===== src/rtl/wb_pkg.sv =====
// Shared types and constants for the write-back stage buffer.
package wb_pkg;

  localparam int WB_WIDTH_DEF = 32;
  localparam int WB_RA_W_DEF  = 4;

  typedef enum logic [1:0] {
    EMPTY = 2'd0,
    HALF  = 2'd1,
    FULL  = 2'd2
  } wb_state_e;

  // Payload is {PCSrc, RegWrite, MemtoReg, WA3, ALUOut, ReadData}.
  function automatic int wb_payload_w(input int width, input int ra_w);
    return 3 + ra_w + 2 * width;
  endfunction

endpackage


===== src/rtl/wb_entry_reg.sv =====
// One buffer slot: payload register with load enable and async active-low clear.
module wb_entry_reg #(
  parameter int W = 71
) (
  input  logic         clk,
  input  logic         reset,
  input  logic         load,
  input  logic [W-1:0] d,
  output logic [W-1:0] q
);

  always_ff @(posedge clk or negedge reset) begin
    if (!reset)    q <= '0;
    else if (load) q <= d;
  end

endmodule


===== src/rtl/wb_stage_buffer.sv =====
// Two-entry in-order M->W stage buffer with valid/ready on both sides.
// Optional macro WB_STAGE_RESULT_EN adds the ResultW write-back mux output.
module wb_stage_buffer
  import wb_pkg::*;
#(
  parameter int WIDTH = WB_WIDTH_DEF,
  parameter int RA_W  = WB_RA_W_DEF
) (
  input  logic             clk,
  input  logic             reset,
  input  logic             flush,
  input  logic             in_valid,
  output logic             in_ready,
  input  logic             PCSrcM,
  input  logic             RegWriteM,
  input  logic             MemtoRegM,
  input  logic [RA_W-1:0]  WA3M,
  input  logic [WIDTH-1:0] ALUOutM,
  input  logic [WIDTH-1:0] ReadDataM,
  output logic             out_valid,
  input  logic             out_ready,
  output logic             PCSrcW,
  output logic             RegWriteW,
  output logic             MemtoRegW,
  output logic [RA_W-1:0]  WA3W,
  output logic [WIDTH-1:0] ALUOutW,
  output logic [WIDTH-1:0] ReadDataW,
  output logic [1:0]       occupancy,
  output wb_state_e        state_dbg
`ifdef WB_STAGE_RESULT_EN
  ,
  output logic [WIDTH-1:0] ResultW
`endif
);

  localparam int PW = wb_payload_w(WIDTH, RA_W);

  wb_state_e     state_q, state_d;
  logic          push, pop;
  logic          head_load, tail_load, head_sel_tail;
  logic [PW-1:0] in_pl, head_d, head_q, tail_q, w_pl;

  // Handshake: a transfer happens on a rising edge where valid and ready are
  // both high; flush cancels any transfer in the same cycle on either side.
  assign in_ready  = (state_q != FULL) && !flush;
  assign out_valid = (state_q != EMPTY);
  assign push      = in_valid && in_ready;
  assign pop       = out_valid && out_ready && !flush;

  assign in_pl  = {PCSrcM, RegWriteM, MemtoRegM, WA3M, ALUOutM, ReadDataM};
  assign head_d = head_sel_tail ? tail_q : in_pl;

  always_ff @(posedge clk or negedge reset) begin
    if (!reset) state_q <= EMPTY;
    else        state_q <= state_d;
  end

  always_comb begin
    state_d       = state_q;
    head_load     = 1'b0;
    tail_load     = 1'b0;
    head_sel_tail = 1'b0;
    if (flush) begin
      state_d = EMPTY;
    end else begin
      case (state_q)
        EMPTY: if (push) begin
          state_d   = HALF;
          head_load = 1'b1;
        end
        HALF: begin
          if (push && pop) begin
            head_load = 1'b1;
          end else if (push) begin
            state_d   = FULL;
            tail_load = 1'b1;
          end else if (pop) begin
            state_d = EMPTY;
          end
        end
        FULL: if (pop) begin
          state_d       = HALF;
          head_load     = 1'b1;
          head_sel_tail = 1'b1;
        end
        default: state_d = EMPTY;
      endcase
    end
  end

  wb_entry_reg #(.W(PW)) u_head (
    .clk   (clk),
    .reset (reset),
    .load  (head_load),
    .d     (head_d),
    .q     (head_q)
  );

  wb_entry_reg #(.W(PW)) u_tail (
    .clk   (clk),
    .reset (reset),
    .load  (tail_load),
    .d     (in_pl),
    .q     (tail_q)
  );

  // Gating on out_valid keeps stale slot contents from leaking into W.
  assign w_pl = out_valid ? head_q : '0;
  assign {PCSrcW, RegWriteW, MemtoRegW, WA3W, ALUOutW, ReadDataW} = w_pl;

  assign occupancy = (state_q == FULL) ? 2'd2 : (state_q == HALF) ? 2'd1 : 2'd0;
  assign state_dbg = state_q;

`ifdef WB_STAGE_RESULT_EN
  assign ResultW = MemtoRegW ? ReadDataW : ALUOutW;
`endif

endmodule


===== config.mk =====
export PLATFORM = sky130hd
export DESIGN_NAME = wb_stage_buffer
export DESIGN_NICKNAME = d
export VERILOG_FILES = /design/src/rtl/wb_pkg.sv /design/src/rtl/wb_entry_reg.sv /design/src/rtl/wb_stage_buffer.sv
export SDC_FILE = /design/constraint.sdc
export NUM_CORES = 1
export LEC_CHECK = 0
export CAP_MARGIN = 10
export CORE_ASPECT_RATIO = 1.5
export CORE_MARGIN = 2
export CORE_UTILIZATION = 50
export CTS_BUF_LIST = sky130_fd_sc_hd__clkbuf_4
export DETAILED_ROUTE_END_ITERATION = 8
export GPL_TIMING_DRIVEN = 0
export PLACE_DENSITY = 0.8
export SETUP_SLACK_MARGIN = 0.2
export SLEW_MARGIN = 20
export SYNTH_ARGS = -nofsm -noshare
export SYNTH_HDL_FRONTEND = slang
export SYNTH_SLANG_ARGS = --single-unit

===== constraint.sdc =====
create_clock -name clk -period 2.1 [get_ports clk]
set_input_delay 0.21 -clock clk [delete_from_list [all_inputs] [get_ports clk]]
set_output_delay 0.21 -clock clk [all_outputs]
set_load 0.1 [all_outputs]

# After elaboration in Yosys (flattened, before gate mapping)
# Cells that the tools add are included.
[totals]
ff_bits = 144
wordCells = 40
out_inout_bits = 77
[classes]
mux = 21
reduce_logical = 9
n_eq_ne = 7
[ops]
columns = ["op", "n"]
rows = [
  ["$mux W71", 2],
  ["$mux W2", 7],
  ["$mux W1", 10],
  ["$ne A3 B3 Y1 const B", 3],
  ["$pmux W2 S3", 1],
  ["$logic_and A1 B1 Y1", 5],
  ["$ne A4 B4 Y1 const B", 1],
  ["$reduce_and A4 Y1", 1],
  ["$pmux W1 S3", 1],
  ["$eq A2 B1 Y1 const B", 1],
  ["$eq A2 B2 Y1 const B", 1],
  ["$logic_not A2 Y1", 1],
  ["$ne A2 B2 Y1 const B", 1],
  ["$reduce_bool A2 Y1", 1],
  ["$logic_not A1 Y1", 1],
]

# Longest topological paths before layout
[logic_depth]
depth_word = 8
mapped_depth = 5

# Modules after synthesis
# Synthesis repeated with hierarchy kept, for this count alone.
[unflattened]
hier_cells = 474
area_unflattened_um2 = 7498.4
[modules_own_cells]
columns = ["mod", "instances", "seq_area_each_um2", "area_each_um2", "cells_each"]
rows = [
  ["wb_entry_reg", 2, 1776.7, 2990.4, 150],
  ["wb_stage_buffer", 1, 50.0, 1517.7, 174],
]

# Worst setup path after synthesis
# Ideal clock, no wire load.
[synth_timing]
path_type = "register to output"
start = "reg state_q[1] (netlist: state_dbg[1])"
end = "out in_ready"
setup_slack_ps = -1568
stages_incl_launch_ff = 3
arrival_ps = 3458
path_cell_list = "dfrtp_1 -> nor2b_1 -> nor2_1"
[synth_between]
elab_chain_len = 2
[synth_rtl]
columns = ["element", "line", "text"]
rows = [
  ["start, declared", "wb_stage_buffer.sv:38", "wb_state_e state_q, state_d;"],
  ["start signal, assigned", "wb_stage_buffer.sv:55", "else state_q <= state_d;"],
  ["$ne A2 B2 Y1", "wb_stage_buffer.sv:45", "assign in_ready = (state_q != FULL) && !flush;"],
  ["$logic_and A1 B1 Y1", "wb_stage_buffer.sv:45", ""],
  ["end, declared", "wb_stage_buffer.sv:13", "output logic in_ready,"],
]
# No other way between the ends.

# Worst setup path in the final report
[layout_timing]
start = "reg state_q[0] (netlist: state_dbg[0])"
end = "out ALUOutW[4]"
[layout_between]
elab_chain_len = 2
[layout_rtl]
columns = ["element", "line", "text"]
rows = [
  ["$reduce_bool A2 Y1", "wb_stage_buffer.sv:46", "assign out_valid = (state_q != EMPTY);"],
  ["$mux W71", "wb_stage_buffer.sv:108", "assign w_pl = out_valid ? head_q : '0;"],
  ["end, declared", "wb_stage_buffer.sv:26", "output logic [WIDTH-1:0] ALUOutW,"],
]
# No other way between the ends.

==> flow_metrics.env <==
export IMPL_synthCells=474
export IMPL_r2r_start="state_dbg[0]$_DFFE_PN0P_"
export IMPL_drc=0
export IMPL_area_growth_pct=65.5
export IMPL_ios=153
export IMPL_synth_area_per_cell_sq_um=14.2
export IMPL_antenna_found_initial=3
export IMPL_fp_dieH_um=146
export IMPL_setup_viol=48
export IMPL_fillers=582
export IMPL_fin_nets=766
export IMPL_htreeDepth=4
export IMPL_irDropWorstVdd_uv=641
export IMPL_synth_compound_area_share_pct=0.316
export IMPL_multi_input_area_sq_um=3680
export IMPL_clkTransAtPathRegs_ns=0.12
export IMPL_final_core_util_pct=85.2
export IMPL_synth_xor_area_share_pct=0.130
export IMPL_r2r_slack_ns=0.04
export IMPL_hold_violations=0
export IMPL_dieArea_sq_um=14400
export IMPL_insertion_delay_ns=0.55
export IMPL_synth_nets=550
export IMPL_final_max_slew_viol_count=0
export IMPL_dpl_cell_area_sq_um=8700
export IMPL_grt_max_degree=78
export IMPL_grt_overflow=0
export IMPL_synth_seq_cells=144
export IMPL_synth_top_family_by_area="multiplexers"
export IMPL_ys_warnings_count=0
export IMPL_ys_seq_area_share_pct=53.5
export IMPL_period_share_pct=102
export IMPL_path_class="register to output port"
export IMPL_end_kind="output port"
export IMPL_min_path_type="primary input to register"
export IMPL_cts_sinks=144
export IMPL_path_max_fanout=10
export IMPL_fmax_ghz=0.465
export IMPL_via_per_inst=5.42
export IMPL_synthMuxAreaShare_pct=35.6
export IMPL_fin_ws_ns=-0.0497
export IMPL_wl_um=19200
export IMPL_grt_pass1_vias=5473
export IMPL_worst_clock_skew_ns=0.0139
export IMPL_ys_types=19
export IMPL_relSlewSlack_pct=34.5
export IMPL_reg2reg_to="u_head.q[10]$_DFFE_PN0P_"
export IMPL_firstDrtPassIters=4
export IMPL_yosys_area_share_simple_pct=7.69
export IMPL_startpoint_type="register"
export IMPL_die_x_um=98.7
export IMPL_postLayoutCellArea_sq_um=11100
export IMPL_hpwl_um=10300
export IMPL_maxCapViolations=0
export IMPL_cts_buffer_depth=2
export IMPL_status="finished with violations"
export IMPL_initial_core_util_pct=51.5
export IMPL_port_buffers=151
export IMPL_arrival_ns=1.94
export IMPL_cts_buffers_inserted=17
export IMPL_tightest_slew_ns=0.987
export IMPL_vias=4674
export IMPL_synth_adder_area_share_pct=0
export IMPL_layout_drive_gt1_share_pct=67.8
export IMPL_grt_pass1_wl_um=29600
export IMPL_ant_nets=0
export IMPL_grt_util_all_layers_pct=26.0
export IMPL_cts_tree="built"
export IMPL_drt_iter0_drc=126
export IMPL_powerDensity_nw_per_um2=834
export IMPL_cp_startpoint="state_dbg[0]$_DFFE_PN0P_"
export IMPL_p_leak_uw=0.00504
export IMPL_root_buffer="clkbuf_4"
export IMPL_globalplace_congestion=0.743
export IMPL_rows=51
export IMPL_violations="setup timing"
export IMPL_rsz0062_at_grt="true"
export IMPL_mappedNetlistArea_sq_um=6730
export IMPL_fin_crit_ns=2.15
export IMPL_cp_endpoint="ALUOutW[4]"
export IMPL_core_area_sq_um=13100
export IMPL_regArea_sq_um=3610
export IMPL_reg2reg_depth=7
export IMPL_post_drt_wl_per_cell_um=22.2
export IMPL_cp_data_required_time_ns=1.89
-- layer usage --
layer  share of wire, %  global-route usage, %  vias up
met5                  0                      0        -
met4                3.3                   11.0        0
met3                4.2                   5.70       45
met2                 55                   46.6      136
met1                 37                   29.5     2405
li1                   -                      -     2088
-- cells by family after synthesis --
logic type	count (synthesis)
AO/OA/AOI/OAI	3
multiplexers	213
AND/OR/NAND/NOR	83
flip-flops	144
buffers and inverters	30
XOR/XNOR	1
-- power by group --
group          total [uW]  internal, uW  switching, uW  leakage (uW)
logic                3560          1760           1800       0.00316
registers            3850          3440            408       0.00173
clock network        1890           837           1060      0.000151
-- worst max-delay path: stages, from the launching register on --
cell and delay (ns):
dfrtp_4 0.53, or2_4 0.33, clkbuf_8 0.19, and2_4 0.17, buf_8 0.17
-- cells in the mapped netlist, drive strengths merged --
master,instances,area [sq um]
xor2,1,8.76
and2b,1,7.51
buf,21,149
clkbuf,9,33.8
a21oi,2,13.8
nor2,4,22.5
nand3b,2,15.0
nand2b,1,6.26
mux2,213,2400
and2,71,444
nor3,1,5.00
or2,1,6.26
nor2b,1,6.26
nand3,1,5.00
dfrtp,144,3600
o21a,1,7.51
-- worst min-delay path by stage --
stage                                         from                       end  slack, ns  cells past startpoint
after global placement    u_tail.q[36]$_DFFE_PN0P_  u_tail.q[36]$_DFFE_PN0P_       0.48                      1
after CTS                                    flush  state_dbg[0]$_DFFE_PN0P_       0.07                      2
after floorplan                              reset   u_head.q[0]$_DFFE_PN0P_      -0.09                      0
final                                        flush  state_dbg[0]$_DFFE_PN0P_       0.17                      2
after detailed placement                     reset   u_head.q[9]$_DFFE_PN0P_       0.20                      1
after global routing                         flush  state_dbg[0]$_DFFE_PN0P_       0.13                      2
-- flip-flops by register name, summed over array words and instances, names as in the netlist --
name and cells:
u_tail.q 71, state_dbg 2, u_head.q 71
-- stage by stage --
step	std cells	hold WS, ns	setup TNS, ns	total power [uW]	setup WS (ns)
4_1_cts	853	0.0746	-2.30	9090	-0.0572
6_report	863	0.173	-1.45	9300	-0.0497
2_1_floorplan	474	-0.0856	0	5830	0.0488
5_1_grt	863	0.132	-5.00	9640	-0.108
3_5_place_dp	785	0.195	-66.38	6570	-0.814
3_3_place_gp	784	0.481	-761.66	6450	-5.84
-- cell usage in the layout (no fill, tap or decap), types with 2 or more instances in the layout --
| master | instances |
|---|---|
| diode_2 | 3 |
| buf_16 | 13 |
| or2_4 | 2 |
| and2_4 | 71 |
| mux2_2 | 79 |
| nor2_1 | 2 |
| clkbuf_16 | 3 |
| buf_6 | 11 |
| buf_4 | 7 |
| buf_8 | 45 |
| buf_12 | 60 |
| inv_6 | 3 |
| bufinv_16 | 3 |
| clkinv_4 | 2 |
| dfrtp_1 | 142 |
| dfrtp_4 | 2 |
| nor2_4 | 2 |
| clkdlybuf4s50_1 | 73 |
| clkinvlp_4 | 3 |
| clkbuf_4 | 25 |
| nand3b_1 | 2 |
| clkbuf_8 | 4 |
| mux2_4 | 134 |
-- cell type report --
class                      count  area share (%)
timing repair buffer         197            26.4
buffer                        29            3.65
tap                          159            1.79
clock buffer                  18            1.21
sequential                   144            32.4
antenna                        3          0.0674
clock inverter                12            1.45
multi-input combinational    301            33.1
-- what timing repair did --
action | in CTS | in global routing
endpoints found under the hold margin | 67 | 0
pin swaps | 21 | 6
endpoints found under the setup margin | 148 | 198
cloned | 15 | 1
hold buffers | 1 | 0
setup buffers | 23 | 6
gates resized for setup | 805 | 76
(Power assumes the default switching activity.)
